### src/rtl/instr_control_if.sv
// Bundles the CPU-side fetch/decode signals between instr_control and the ROM/ALU/register-file environment.
interface instr_control_if #(
    parameter int PC_W  = 10,
    parameter int CNT_W = 16
);
    logic             Start;
    logic [8:0]       InstrIn;
    logic [7:0]       RegDataIn;
    logic             ConditionalBranch;
    logic [PC_W-1:0]  InstrAddr;
    logic             Type;
    logic [3:0]       RTypeOP;
    logic [2:0]       ITypeOP;
    logic [4:0]       ImmediateIn;
    logic [3:0]       RegSel;
    logic             AccWrite;
    logic             RegWrite;
    logic             MemRead;
    logic             MemWrite;
    logic             Done;
    logic [CNT_W-1:0] CycleCount;

    modport master (
        input  Start, InstrIn, RegDataIn, ConditionalBranch,
        output InstrAddr, Type, RTypeOP, ITypeOP, ImmediateIn, RegSel,
               AccWrite, RegWrite, MemRead, MemWrite, Done, CycleCount
    );

    modport slave (
        output Start, InstrIn, RegDataIn, ConditionalBranch,
        input  InstrAddr, Type, RTypeOP, ITypeOP, ImmediateIn, RegSel,
               AccWrite, RegWrite, MemRead, MemWrite, Done, CycleCount
    );
endinterface

### src/rtl/instr_control.sv
// Fetch/decode/sequence unit for the accumulator CPU: decode and strobes are combinational in the
// same cycle as the fetched word; one instruction per cycle except LOAD (two); no backpressure.
module instr_control #(
    parameter int PC_W  = 10,
    parameter int CNT_W = 16
) (
    input  logic            Clk,
    input  logic            Reset,
    instr_control_if.master bus
);
    typedef enum logic [1:0] {S_IDLE, S_EXEC, S_MEM, S_HALT} state_t;

    localparam logic [3:0] R_LOAD = 4'd1;
    localparam logic [3:0] R_MVTO = 4'd3;
    localparam logic [3:0] R_STR  = 4'd8;
    localparam logic [3:0] R_BTRU = 4'd11;
    localparam logic [2:0] I_B    = 3'd3;
    localparam logic [2:0] I_HALT = 3'd7;

    state_t            state, state_nxt;
    logic [PC_W-1:0]   pc, pc_nxt;
    logic [CNT_W-1:0]  cnt, cnt_nxt;
    logic [PC_W-1:0]   off_reg, off_imm;

    // Offsets are sign-extended into PC width so the add wraps modulo 2^PC_W.
    assign off_reg = PC_W'($signed(bus.RegDataIn));
    assign off_imm = PC_W'($signed(bus.InstrIn[4:0]));

    always_ff @(posedge Clk or posedge Reset) begin
        if (Reset) begin
            state <= S_IDLE;
            pc    <= '0;
            cnt   <= '0;
        end else begin
            state <= state_nxt;
            pc    <= pc_nxt;
            cnt   <= cnt_nxt;
        end
    end

    always_comb begin
        state_nxt       = state;
        pc_nxt          = pc;
        cnt_nxt         = cnt;
        bus.Type        = 1'b0;
        bus.RTypeOP     = '0;
        bus.ITypeOP     = '0;
        bus.ImmediateIn = '0;
        bus.RegSel      = '0;
        bus.AccWrite    = 1'b0;
        bus.RegWrite    = 1'b0;
        bus.MemRead     = 1'b0;
        bus.MemWrite    = 1'b0;

        if (state == S_EXEC || state == S_MEM) begin
            bus.Type        = bus.InstrIn[8];
            bus.RTypeOP     = bus.InstrIn[7:4];
            bus.ITypeOP     = bus.InstrIn[7:5];
            bus.ImmediateIn = bus.InstrIn[4:0];
            bus.RegSel      = bus.InstrIn[3:0];
            cnt_nxt         = (&cnt) ? cnt : cnt + CNT_W'(1);
        end

        case (state)
            S_IDLE, S_HALT: begin
                if (bus.Start) begin
                    state_nxt = S_EXEC;
                    pc_nxt    = '0;
                    cnt_nxt   = '0;
                end
            end
            S_EXEC: begin
                pc_nxt = pc + PC_W'(1);
                if (bus.InstrIn[8]) begin
                    case (bus.InstrIn[7:4])
                        4'd0, 4'd4, 4'd5, 4'd6, 4'd7,
                        4'd9, 4'd10, 4'd12, 4'd13: bus.AccWrite = 1'b1;
                        R_LOAD: begin
                            bus.MemRead = 1'b1;
                            pc_nxt      = pc;
                            state_nxt   = S_MEM;
                        end
                        R_MVTO: bus.RegWrite = 1'b1;
                        R_STR:  bus.MemWrite = 1'b1;
                        R_BTRU: if (bus.ConditionalBranch) pc_nxt = pc + off_reg;
                        default: ;
                    endcase
                end else begin
                    case (bus.InstrIn[7:5])
                        3'd1, 3'd2, 3'd4, 3'd5: bus.AccWrite = 1'b1;
                        I_B:    pc_nxt = pc + off_imm;
                        I_HALT: begin
                            pc_nxt    = pc;
                            state_nxt = S_HALT;
                        end
                        default: ;
                    endcase
                end
            end
            S_MEM: begin
                bus.AccWrite = 1'b1;
                bus.MemRead  = 1'b1;
                pc_nxt       = pc + PC_W'(1);
                state_nxt    = S_EXEC;
            end
            default: state_nxt = S_IDLE;
        endcase
    end

    assign bus.InstrAddr  = pc;
    assign bus.CycleCount = cnt;
    assign bus.Done       = (state == S_HALT);
endmodule

### src/flat_wrapper.sv
// flat-port wrapper written by rule: the top's interface ports become plain ports
module instr_control_flat 
#(
    parameter int PC_W  = 10,
    parameter int CNT_W = 16
)
  (Clk, Reset, bus_Start, bus_InstrIn, bus_RegDataIn, bus_ConditionalBranch, bus_InstrAddr, bus_Type, bus_RTypeOP, bus_ITypeOP, bus_ImmediateIn, bus_RegSel, bus_AccWrite, bus_RegWrite, bus_MemRead, bus_MemWrite, bus_Done, bus_CycleCount);
  instr_control_if #(.PC_W(PC_W), .CNT_W(CNT_W)) bus_i ();
  input  logic Clk;
  input  logic Reset;
  input wire logic [$bits(bus_i.Start)-1:0] bus_Start;
  input wire logic [$bits(bus_i.InstrIn)-1:0] bus_InstrIn;
  input wire logic [$bits(bus_i.RegDataIn)-1:0] bus_RegDataIn;
  input wire logic [$bits(bus_i.ConditionalBranch)-1:0] bus_ConditionalBranch;
  output wire logic [$bits(bus_i.InstrAddr)-1:0] bus_InstrAddr;
  output wire logic [$bits(bus_i.Type)-1:0] bus_Type;
  output wire logic [$bits(bus_i.RTypeOP)-1:0] bus_RTypeOP;
  output wire logic [$bits(bus_i.ITypeOP)-1:0] bus_ITypeOP;
  output wire logic [$bits(bus_i.ImmediateIn)-1:0] bus_ImmediateIn;
  output wire logic [$bits(bus_i.RegSel)-1:0] bus_RegSel;
  output wire logic [$bits(bus_i.AccWrite)-1:0] bus_AccWrite;
  output wire logic [$bits(bus_i.RegWrite)-1:0] bus_RegWrite;
  output wire logic [$bits(bus_i.MemRead)-1:0] bus_MemRead;
  output wire logic [$bits(bus_i.MemWrite)-1:0] bus_MemWrite;
  output wire logic [$bits(bus_i.Done)-1:0] bus_Done;
  output wire logic [$bits(bus_i.CycleCount)-1:0] bus_CycleCount;
  assign bus_i.Start = bus_Start;
  assign bus_i.InstrIn = bus_InstrIn;
  assign bus_i.RegDataIn = bus_RegDataIn;
  assign bus_i.ConditionalBranch = bus_ConditionalBranch;
  assign bus_InstrAddr = bus_i.InstrAddr;
  assign bus_Type = bus_i.Type;
  assign bus_RTypeOP = bus_i.RTypeOP;
  assign bus_ITypeOP = bus_i.ITypeOP;
  assign bus_ImmediateIn = bus_i.ImmediateIn;
  assign bus_RegSel = bus_i.RegSel;
  assign bus_AccWrite = bus_i.AccWrite;
  assign bus_RegWrite = bus_i.RegWrite;
  assign bus_MemRead = bus_i.MemRead;
  assign bus_MemWrite = bus_i.MemWrite;
  assign bus_Done = bus_i.Done;
  assign bus_CycleCount = bus_i.CycleCount;
  instr_control #(.PC_W(PC_W), .CNT_W(CNT_W)) u_core (.Clk(Clk), .Reset(Reset), .bus(bus_i));
endmodule
### config.mk
export PLATFORM = sky130hd
export DESIGN_NAME = instr_control_flat
export DESIGN_NICKNAME = d
export VERILOG_FILES = /design/src/rtl/instr_control_if.sv /design/src/rtl/instr_control.sv /design/src/flat_wrapper.sv
export SDC_FILE = /design/constraint.sdc
export NUM_CORES = 1
export LEC_CHECK = 0
export ABC_CLOCK_PERIOD_IN_PS = 3200
export BUFFER_PORTS_ARGS = -buffer_cell sky130_fd_sc_hd__buf_2
export CORE_MARGIN = 2
export CORE_UTILIZATION = 55
export CTS_CLUSTER_DIAMETER = 120
export DETAILED_ROUTE_END_ITERATION = 12
export GPL_TIMING_DRIVEN = 0
export PLACE_DENSITY = 0.87
export SYNTH_ARGS = -nofsm -noshare
export SYNTH_HDL_FRONTEND = slang
export SYNTH_SLANG_ARGS = --single-unit
### constraint.sdc
create_clock -name Clk -period 3.2 [get_ports Clk]
set_clock_uncertainty 0.1 [all_clocks]
set_input_delay 0.64 -clock Clk [delete_from_list [all_inputs] [get_ports Clk]]
set_output_delay 0.64 -clock Clk [all_outputs]
set_load 0.03 [all_outputs]
# == After elaboration in Yosys (flattened, before gate mapping) ==
# Index checks and enable logic that the tools add are counted.
# totals
register_bits,28
elab_cells,75
input_bits,21
out_inout_bits,48
# op_classes
addsub,4
n_reduce_logical,9
eq_ne,26
mux,33
# ops
cell,count
$mux 16,4
$pmux 10 s2,2
$mux 10,3
$pmux 10 s3,1
$eq 4x4->1 const B,6
$add 10x10->10,2
$add 16x1->16 const B,1
$eq 4x3->1 const B,4
$reduce_and 16->1,1
$mux 1,12
$ne 3x3->1 const B,4
$add 10x1->10 const B,1
$eq 3x3->1 const B,3
$reduce_or 9->1,1
$mux 2,4
$mux 4,2
$eq 3x2->1 const B,2
$pmux 2 s3,1
$reduce_and 3->1,2
$mux 5,1
$eq 2x2->1 const B,2
$eq 4x1->1 const B,1
$eq 4x2->1 const B,1
$logic_not 4->1,1
other kinds (9),10

# == Longest topological paths before layout ==
# Gate-level depths: netlist of run 1.
# logic_depth
ltp_word,5
depth_mapped,9
mapped_depth_nobuf,9

# == Worst setup path before layout of run 1 ==
# No wires, ideal clock.
# synth_timing
path_type,input to output
start,input bus_InstrIn[8]
end,output bus_MemWrite
slack_ns,0.499
arrival_time_ns,1.961
n_path_buf,1
required_time_ns,2.460
stages,3
cell_sequence,clkbuf_1 nand2_1 nor4_1
# synth_via
elab_chain_len,2
# synth_lines
item,line,rtl
start: declaration,flat_wrapper.sv:12,input wire logic [$bits(bus_i.InstrIn)-1:0] bus_InstrIn;
$mux 1,instr_control.sv:74,if (bus.InstrIn[8]) begin
$mux 1,instr_control.sv:64,case (state)
end: declaration,flat_wrapper.sv:24,output wire logic [$bits(bus_i.MemWrite)-1:0] bus_MemWrite;
# Every way passes these cells.

# == Worst setup path in the final report of run 1 ==
# layout_timing
start,register u_core.state[0]
end,output bus_RegSel[2]
# layout_via
elab_chain_len,3
word_cells_on_any_way,4
classes_between,2 x eq/ne; 1 x mux; 1 x reduce/logical
# layout_lines
item,line,rtl
start: declaration,instr_control.sv:20,"state_t state, state_nxt;"
start signal: assignment,instr_control.sv:35,state <= state_nxt;
$eq 2x1->1 or $eq 2x2->1 (tied branches),instr_control.sv:55,if (state == S_EXEC || state == S_MEM) begin
$logic_or 1x1->1 (*),instr_control.sv:55,
$mux 4 (*),instr_control.sv:55,
end: declaration,flat_wrapper.sv:20,output wire logic [$bits(bus_i.RegSel)-1:0] bus_RegSel;
# Mark *: on every way between the ends. The rest lies on a longest branch, timed or not.

==> results.md, run 1 <==
* M1 wire length at 3.324 mm
* Synth warnings at 0
* Async SR Flop Fraction at 100.0%
* Worst ir drop on vdd at 524.6 uV
* Layout cells sized above 1 at 22.10%
* Inserted Clock Buffers at 3
* P_leak at 1.741 nW
* RR Endpoint: u_core.bus.InstrAddr[8]
* First-pass GRT wire length at 13.30 mm
* FMAX at 0.3383 GHz
* Post-Route WL at 7.704 mm
* Post-CTS setup buffer count at 0
* Io pins at 69
* Commonest non-fill, non-tap cell in the layout: buf_2
* Max_cap viols at 0
* Routed met2 length at 3.811 mm
* Status: finished, final reports clean
* CTS tree: yes
* Met3 Wirelength at 430 um
* Slew Viols, Final at 0
* P&R area growth vs syn at 16.67%
* PwrDens at 861.0 mW/mm^2
* Max_slew headroom at 28.28%
* Root buffer cell: clkbuf_8
* Post-synthesis sequential area ratio at 23.33%
* GRT Total Usage at 26.42%
* Vias per inst at 5.934
* Syn Nets at 422
* Post-Layout Cell Count at 518
* Crit path to: bus_RegSel[2]
* CTS Sinks at 28
* Fin crit period at 2.956 ns
* R2R depth at 9
* DP Area at 0.003431 mm^2
* Worst endpoint required time at 2.46 ns
* Initial antenna violation count at 0
* Net count, final at 495
* Port Buf Inserts at 68
* Top Layer Used: met4
* Antenna-violating nets left at 0
* Largest net degree at the start of global routing at 29
* Worst Tran Pin Value at 1.075 ns
* Syn_area_per_cell at 7.986 um^2
* Setup ws final at 0.2437 ns
* Core Area at 0.005172 mm^2
* Post-DP HPWL at 6.045 mm
* WL/cell at 14.87 um
* Die width at 77.89 um
* Final setup fails at 0
* Top_reg_cell synth: dfrtp_1
* Worst-skew pair later-pin latency at 0.28 ns
* Count of state elements after synthesis at 28
* Placed insts at 514
* Most frequent cells in the layout: buf_2, nand2_1, nor2_1, a21oi_1, dfrtp_1
* Synth Cell Area at 0.003003 mm^2
* Worst Path Max Fanout at 10
* Final Hold Fails at 0
* Via count at 3074
* DR pass1 iterations at 4
* RSZ-0062 raised after global routing: no
* Sum Neg Setup Slack at 0 ns
* Reg-to-Reg Start: u_core.bus.InstrAddr[0]
* Cell count after synthesis at 376
* Initial Util at 58.06%
* Vias in the first global route at 3008
* CP Class: flop to output pin
* Final Cycle Share at 92.38%
* Die height at 77.89 um
* Worst reg-to-reg setup slack at 0.47 ns
* FP Rows at 26
* Final Cell Area at 0.003503 mm^2
* DR iter-0 viols at 119
* Worst Setup SP: u_core.state[0]
* Longest Clk Path Bufs at 2
* Grt ovf at 0
* Clock-pin slew on the worst setup and hold paths at 0.09 ns
* Antenna diode count at 0
* WP data arrival at 2.22 ns
* Full die area at 0.006067 mm^2
* Worst Setup Start Kind: flop
* CTS H-tree depth at 1
* Post-synth cell types at 67
* DP Worst Slack at 0.2945 ns
* Crit end category: output pin
* Worst hold path class: flop to flop
* GP Congestion at 0.8959
* EDFF count, synth at 0
* DRC Markers at 0
[stage by stage]
stage,power [W],util (%),hold WS [ns]
2_1_floorplan,0.002205,-,0.4120
3_5_place_dp,0.002718,66.33,0.4439
5_1_grt,0.003263,67.73,0.5008
6_report,0.003016,67.73,0.4663
3_3_place_gp,0.002662,66.33,0.4334
4_1_cts,0.003004,67.71,0.4643
[state kept, by name, summed over array words and instances, names as in the netlist]
signal / flops
u_core.bus.CycleCount: 16
u_core.bus.InstrAddr: 10
u_core.state: 2
[worst max-delay path: stages, from the launching register on]
cell	delay [ns]
dfrtp_1	0.41
inv_1	0.06
ha_1	0.40
clkbuf_1	0.37
clkbuf_2	0.31
nor2b_1	0.09
buf_4	0.13
buf_2	0.16
[logic make-up after synthesis]
group	Yosys count	synth area share (%)
AO/OA/AOI/OAI	110	23.54
XOR/XNOR	32	9.333
buffers and inverters	35	6.125
AND/OR/NAND/NOR	143	25.75
multiplexers	3	1.000
flip-flops	28	23.33
adder cells (fa/ha/maj)	25	10.92
[report_power, final]
| group | internal (W) | switching [W] | total [W] |
|---|---|---|---|
| sequential | 0.000456 | 0.000201 | 0.000657 |
| combinational | 0.000792 | 0.00129 | 0.00208 |
| clock | 0.000168 | 0.000112 | 0.000280 |
[synthesized netlist by cell type (7+ instances only)]
| master | instances | area, um^2 |
|---|---|---|
| a21o_1 | 8 | 60.06 |
| clkbuf_1 | 9 | 33.78 |
| o21ai_0 | 25 | 125.1 |
| dfrtp_1 | 28 | 700.7 |
| nand2_1 | 39 | 146.4 |
| xor2_1 | 17 | 148.9 |
| or3_1 | 7 | 43.79 |
| a21oi_1 | 28 | 140.1 |
| buf_4 | 10 | 75.07 |
| nor2_1 | 28 | 105.1 |
| nor2b_1 | 11 | 68.82 |
| ha_1 | 23 | 287.8 |
| xnor2_1 | 15 | 131.4 |
| nand3_1 | 13 | 65.06 |
| inv_1 | 8 | 30.03 |
[worst min-delay path by stage]
| stage | from | end | slack (ns) | cells past startpoint |
|---|---|---|---|---|
| finish | u_core.state[1] | u_core.state[1] | 0.47 | 1 |
| floorplan | u_core.state[1] | u_core.state[1] | 0.41 | 1 |
| CTS | u_core.state[1] | u_core.state[1] | 0.46 | 1 |
| global placement | u_core.state[1] | u_core.state[1] | 0.43 | 1 |
| global route | u_core.state[1] | u_core.state[1] | 0.50 | 1 |
| detailed placement | u_core.state[1] | u_core.state[1] | 0.44 | 1 |
[timing repair]
action	in CTS	in global routing
resized for setup	0	2
hold buffers	0	0
endpoints found under the hold margin	0	0
endpoints found under the setup margin	0	5
[metal layers]
metal | vias up | track usage (%)
li1 | 1501 | -
met1 | 1439 | 33.21
met2 | 122 | 47.41
met3 | 12 | 1.628
met4 | 0 | 9.825
met5 | - | 0
[layout make-up]
cell class              instances  area (um^2)
plain buffers                  26        151.4
flip-flops and latches         28        700.7
clock inverters                 1        30.03
inverters                       9        33.78
clock buffers                   3        41.29
well taps                      70        87.58
fillers                       443         1669
multi-input cells             313         2118
repair buffers                 68        340.3
(Power assumes the default switching activity.)
==> inputs of run 2 (changes only) <==
ABC_CLOCK_PERIOD_IN_PS = 2900   (was 3200)
RECOVER_POWER = 50   (was not set)
clock period = 2.9 ns   (was 3.2 ns; I/O delays follow)
==> run 2 against run 1 <==
Net effect: combinational power up 9%; highest routed layer unchanged; sequential share of layout area rose by 0.18 points; worst hold slack worse by 0.017 ns; final cell count decreased by 0.19%; first-iteration DRC count rose by 15%; non-clock buffer count is 1 lower; critical endpoint unchanged; final area decreased by 0.71%; routed wire length decreased by 0.32%; die area is the same; largest cell class unchanged; register-to-register slack lost 0.20 ns; via count grew 0.49%.
==> results.md, run 2 (synthesized netlist as in run 1, its figures left out) <==
* Max reg flops at 16 (unchanged)
* WP data arrival at 2.03 ns (-0.19 ns)
* Crit path cell chain: inv_1 > ha_1 > clkbuf_2 > nor2b_1 > buf_4 > buf_2
* WL/cell at 14.85 um (-0.13%)
* Longest Clk Path Bufs at 2 (unchanged)
* Max stage delay on crit path at 0.58 ns (+0.17 ns)
* Full die area at 0.006067 mm^2 (unchanged)
* Final Hold Fails at 0 (unchanged)
* Max_cap viols at 0 (unchanged)
* Initial Util at 58.06% (unchanged)
* Final Cell Area at 0.003478 mm^2 (-0.71%)
* CP Class: flop to output pin
* Die height at 77.89 um (unchanged)
* CTS Sinks at 28 (unchanged)
* Hold buffer count at CTS at 0 (unchanged)
* Largest net degree at the start of global routing at 29 (unchanged)
* Worst Setup Start Kind: flop
* Inserted Clock Buffers at 3 (unchanged)
* Worst endpoint required time at 2.22 ns (-0.24 ns)
* Slowest-stage cell, CP: ha_1
* PnR Total Power at 0.003312 W (+9.8%)
* Core Area at 0.005172 mm^2 (unchanged)
* Slew Viols, Final at 0 (unchanged)
* P_leak at 1.652 nW (-5.1%)
* Switching Share at 53.39% (+0.29 points)
* CTS tree: yes
* Crit end category: output pin
* Clock-pin slew on the worst setup and hold paths at 0.10 ns (about the same)
* Root buffer cell: clkbuf_8
* DRC Markers at 0 (unchanged)
* Net count, final at 494 (-0.20%)
* Antenna-violating nets left at 0 (unchanged)
* RSZ-0062 raised after global routing: no
* DR iter-0 viols at 137 (+15%)
* CTS H-tree depth at 1 (unchanged)
* Layout cells sized above 1 at 17.67% (-4.4 points)
* DR pass1 iterations at 4 (unchanged)
* DP Area at 0.003431 mm^2 (unchanged)
* Pint at 0.001544 W (+9.1%)
* Commonest non-fill, non-tap cell in the layout: buf_2
* Initial antenna violation count at 0 (unchanged)
* FP Rows at 26 (unchanged)
* GRT Total Usage at 26.30% (-0.12 points)
* Combinational power share at 68.7% (-0.3 points)
* PwrDens at 952.2 mW/mm^2 (+11%)
* Max_slew headroom at 28.52% (+0.24 points)
* Worst hold path class: input pin to asynchronous set/reset pin
* Reg power frac at 22.0% (+0.2 points)
* Worst Tran Pin Value at 1.071 ns (-0.003590 ns)
* FMAX at 0.3684 GHz
* Placed insts at 514 (unchanged)
* Most frequent cells in the layout: buf_2, nand2_1, clkbuf_1
* Post-DP HPWL at 6.045 mm (unchanged)
* Post-Layout Cell Count at 517 (-0.19%)
* Vias per inst at 5.975 (+0.68%)
* Grt ovf at 0 (unchanged)
* Fin crit period at 2.714 ns
* Worst-skew pair later-pin latency at 0.28 ns (about the same)
* Post-Route WL at 7.679 mm (-0.32%)
* First-pass GRT wire length at 13.23 mm (-0.52%)
* Final setup fails at 0 (unchanged)
* Sum Neg Setup Slack at 0 ns (unchanged)
* Status: finished, final reports clean
* Antenna diode count at 0 (unchanged)
* Post-CTS setup buffer count at 0 (unchanged)
* NetSw at 0.001768 W (+10%)
* Final Cycle Share at 93.60%
* Worst ir drop on vdd at 581.8 uV (+11%)
* P&R area growth vs syn at 15.83%
* Port Buf Inserts at 68 (unchanged)
* Io pins at 69 (unchanged)
* Clk pwr share at 9.3% (about the same)
* Die width at 77.89 um (unchanged)
* Via count at 3089 (+0.49%)
* GP Congestion at 0.8959 (unchanged)
* Vias in the first global route at 3001 (-0.23%)
* Worst Path Max Fanout at 17 (+7)
[run 2: per-layer routing]
layer	vias to the layer above	track usage (%)	share of wire [%]
li1	1501	-	-
met1	1452	32.99	42
met2	121	47.24	50
met3	15	1.628	6.3
met4	0	9.825	2.1
met5	-	0	0
[run 2: power groups by stage]
stage	Combinational, W	Clock [W]	Sequential, W
global placement	0.00222	0	0.000720
finish	0.00227	0.000310	0.000728
floorplan	0.00156	0	0.000876
CTS	0.00228	0.000312	0.000721
detailed placement	0.00227	0	0.000728
global route	0.00250	0.000331	0.000756
[run 2: layout make-up]
cell class,instances,area [um^2]
clock buffers,3,41.29
clock inverters,1,30.03
well taps,70,87.58
fillers,460,1694
plain buffers,25,147.6
multi-input cells,313,2123
repair buffers,68,312.8
inverters,9,33.78
flip-flops and latches,28,701.9
[run 2: worst paths after layout]
kind | start | endpoint | slack [ns] | cells past startpoint
worst max register to register | u_core.bus.InstrAddr[0] | u_core.bus.InstrAddr[8] | 0.27 | 9
worst min register to register | u_core.state[1] | u_core.state[1] | 0.47 | 1
min in group Clk | u_core.state[1] | u_core.state[1] | 0.47 | 1
worst min-delay path | Reset | u_core.bus.CycleCount[5] | 0.45 | 2
max in group asynchronous | Reset | u_core.bus.InstrAddr[0] | 1.52 | 2
worst max-delay path | u_core.state[0] | bus_RegSel[2] | 0.19 | 6
[run 2: what timing repair did]
action / in CTS / in global routing
resized for setup: 1 / 3
setup endpoints to repair: 12 / 1
pin swaps: 0 / 0
[run 2: per-stage QoR]
| stage | utilization, % | setup WS [ns] | hold WS, ns |
|---|---|---|---|
| floorplan | - | 0.2804 | 0.4120 |
| global placement | 66.33 | 0.07263 | 0.4334 |
| detailed placement | 66.33 | 0.05454 | 0.4439 |
| CTS | 67.66 | 0.1549 | 0.4643 |
| global route | 67.25 | 0.05244 | 0.5008 |
| finish | 67.25 | 0.1857 | 0.4489 |
[run 2: critical path: cells and delay by family, from the launching register on]
kind	cells	cell delay (ns)
adders and majority gates	1	0.58
and+or+nand+nor	1	0.09
DFF	1	0.41
buffers and inverters	4	0.67
==> inputs of run 3 (changes only) <==
ABC_CLOCK_PERIOD_IN_PS = 3000   (was 2900)
CORE_UTILIZATION = 57   (was 55)
CTS_BUF_LIST = sky130_fd_sc_hd__clkbuf_8   (was not set)
PLACE_DENSITY = 0.9   (was 0.87)
clock period = 3 ns   (was 2.9 ns; I/O delays follow)
==> run 3 against run 2 <==
Net effect: sequential cell count is the same; sequential power shrank 2%; non-clock buffer count grew 1; clock power shrank 23%; utilization grew 0.59 points; clock-buffer cell count grew 1; final area shrank 0.40%; worst hold slack gained 0.016 ns; critical path depth grew 1; routed wire length grew 0.77%.
==> results.md, run 3 (synthesized netlist as in run 1, its figures left out) <==
* Slowest-stage cell, CP: dfrtp_1
* Initial antenna violation count at 0 (unchanged)
* Longest Clk Path Bufs at 2 (unchanged)
* Area of the multi-input gates at 0.002123 mm^2 (unchanged)
* FP Rows at 26 (unchanged)
* GP Congestion at 0.9155 (+2.2%)
* Initial Util at 58.79% (+0.74 points)
* DR pass1 iterations at 5 (+1)
* Slew Viols, Final at 0 (unchanged)
* Worst Path Max Fanout at 10 (-7)
* CTS tree: yes
* RSZ-0062 raised after global routing: no
* Die height at 76.58 um (-1.7%)
* Net count, final at 495 (+0.20%)
* GRT Total Usage at 27.05% (+0.75 points)
* Max_cap viols at 0 (unchanged)
* Via count at 3084 (-0.16%)
* Status: finished, final reports clean
* Fin crit period at 2.825 ns
* Sum Neg Setup Slack at 0 ns (unchanged)
* Post-DP HPWL at 6.053 mm (+0.13%)
* Setup ws final at 0.1749 ns (-0.01080 ns)
* Clock-pin slew on the worst setup and hold paths at 0.10 ns (about the same)
* Full die area at 0.005865 mm^2 (-3.3%)
* P_leak at 1.647 nW (-0.32%)
* P&R area growth vs syn at 15.37%
* DRC Markers at 0 (unchanged)
* Reg area at 700.7 um^2 (-0.18%)
* Worst Setup Start Kind: flop
* Io pins at 69 (unchanged)
* Largest net degree at the start of global routing at 29 (unchanged)
* Antenna diode count at 0 (unchanged)
* Crit path buf inv count at 5 (+1)
* Crit path cell chain: inv_1 > ha_1 > clkbuf_2 > clkbuf_2 > nor2b_1 > buf_4 > buf_2
* Vias in the first global route at 2890 (-3.7%)
* Antenna-violating nets left at 0 (unchanged)
* Stages on worst setup path at 7 (+1)
* DR iter-0 viols at 171 (+25%)
* Max_slew headroom at 29.84% (+1.3 points)
* Crit path max-delay family: buffers and inverters
* Worst hold path class: flop to flop
* Worst ir drop on vdd at 583.7 uV (+0.32%)
* Final Hold Fails at 0 (unchanged)
* Max stage delay on crit path at 0.42 ns (-0.16 ns)
* CTS Sinks at 28 (unchanged)
* Cell mode on critical path: clkbuf_2
* Grt ovf at 0 (unchanged)
* FMAX at 0.3540 GHz
* CP Class: flop to output pin
* Layout cells sized above 1 at 17.41% (-0.26 points)
* DP Worst Slack at 0.1020 ns (+0.04749 ns)
* CTS H-tree depth at 1 (unchanged)
* Worst Hold Depth at 1
* R2R depth at 9 (unchanged)
* Final setup fails at 0 (unchanged)
* Worst endpoint required time at 2.30 ns (+0.08 ns)
* First-pass GRT wire length at 13.26 mm (+0.20%)
* PwrDens at 911.6 mW/mm^2 (-4.3%)
* Most frequent cells in the layout: buf_2, nand2_1, clkbuf_1
* Crit end category: output pin
* Max reg flops at 16 (unchanged)
* WL/cell at 14.94 um (+0.57%)
* Core Area at 0.005107 mm^2 (-1.3%)
* Fillers at 450 (-2.2%)
* Die width at 76.58 um (-1.7%)
* Root buffer cell: clkbuf_8
* Post-Route WL at 7.738 mm (+0.77%)
* Port Buf Inserts at 68 (unchanged)
* Inserted Clock Buffers at 3 (unchanged)
* Final Cycle Share at 94.17%
* Commonest non-fill, non-tap cell in the layout: buf_2
* Worst-skew pair later-pin latency at 0.27 ns (about the same)
* WP data arrival at 2.13 ns (+0.10 ns)
* Worst Tran Pin Value at 1.051 ns (-0.01984 ns)
* Vias per inst at 5.954 (-0.35%)
-- run 3: stage by stage --
| stage | power (W) | utilization, % | hold WS (ns) | instances | instance area (um^2) |
|---|---|---|---|---|---|
| floorplan | 0.002352 | - | 0.4120 | 376 | 3003 |
| global route | 0.003422 | 67.83 | 0.5092 | 518 | 3465 |
| detailed placement | 0.002914 | 67.17 | 0.4475 | 514 | 3431 |
| finish | 0.003158 | 67.83 | 0.4648 | 518 | 3465 |
| global placement | 0.002837 | 67.17 | 0.4333 | 514 | 3431 |
| CTS | 0.003155 | 68.28 | 0.4663 | 518 | 3487 |
-- run 3: final cells by class --
class                      count  area share (%)
buffer                        26           4.370
timing repair buffer          68           9.029
inverter                       9          0.9751
sequential                    28           20.22
tap                           70           2.528
clock buffer                   4           1.589
multi-input combinational    313           61.29
-- run 3: path summary, 6_finish.rpt --
path	start	end	slack, ns
hold reg to reg	u_core.state[1]	u_core.state[1]	0.46
setup / recovery	u_core.state[0]	bus_RegSel[3]	0.17
hold / removal	u_core.state[1]	u_core.state[1]	0.46
setup reg to reg	u_core.bus.InstrAddr[0]	u_core.bus.InstrAddr[8]	0.19
min in group asynchronous	Reset	u_core.bus.InstrAddr[8]	0.47
max in group asynchronous	Reset	u_core.bus.CycleCount[11]	1.70
-- run 3: report_power, final --
part	leakage, nW	switching, W	internal [W]	total (W)
logic	1.25	0.00138	0.000830	0.00221
clock network	0.0288	0.000121	0.000117	0.000238
registers	0.369	0.000225	0.000486	0.000711
-- run 3: per-layer routing --
metal,vias up,part of all wire [%],track usage (%)
li1,1497,-,-
met1,1438,42,34.15
met2,127,49,47.52
met3,22,5.9,2.607
met4,0,2.8,10.55
met5,-,0,0
-- run 3: timing repair --
item | 4_1_cts | 5_1_grt
hold buffers | 0 | 0
hold endpoints to repair | 0 | 0
gates cloned | 0 | 0
buffers inserted | 0 | 0
endpoints found under the setup margin | 6 | 6
gates resized for setup | 1 | 3
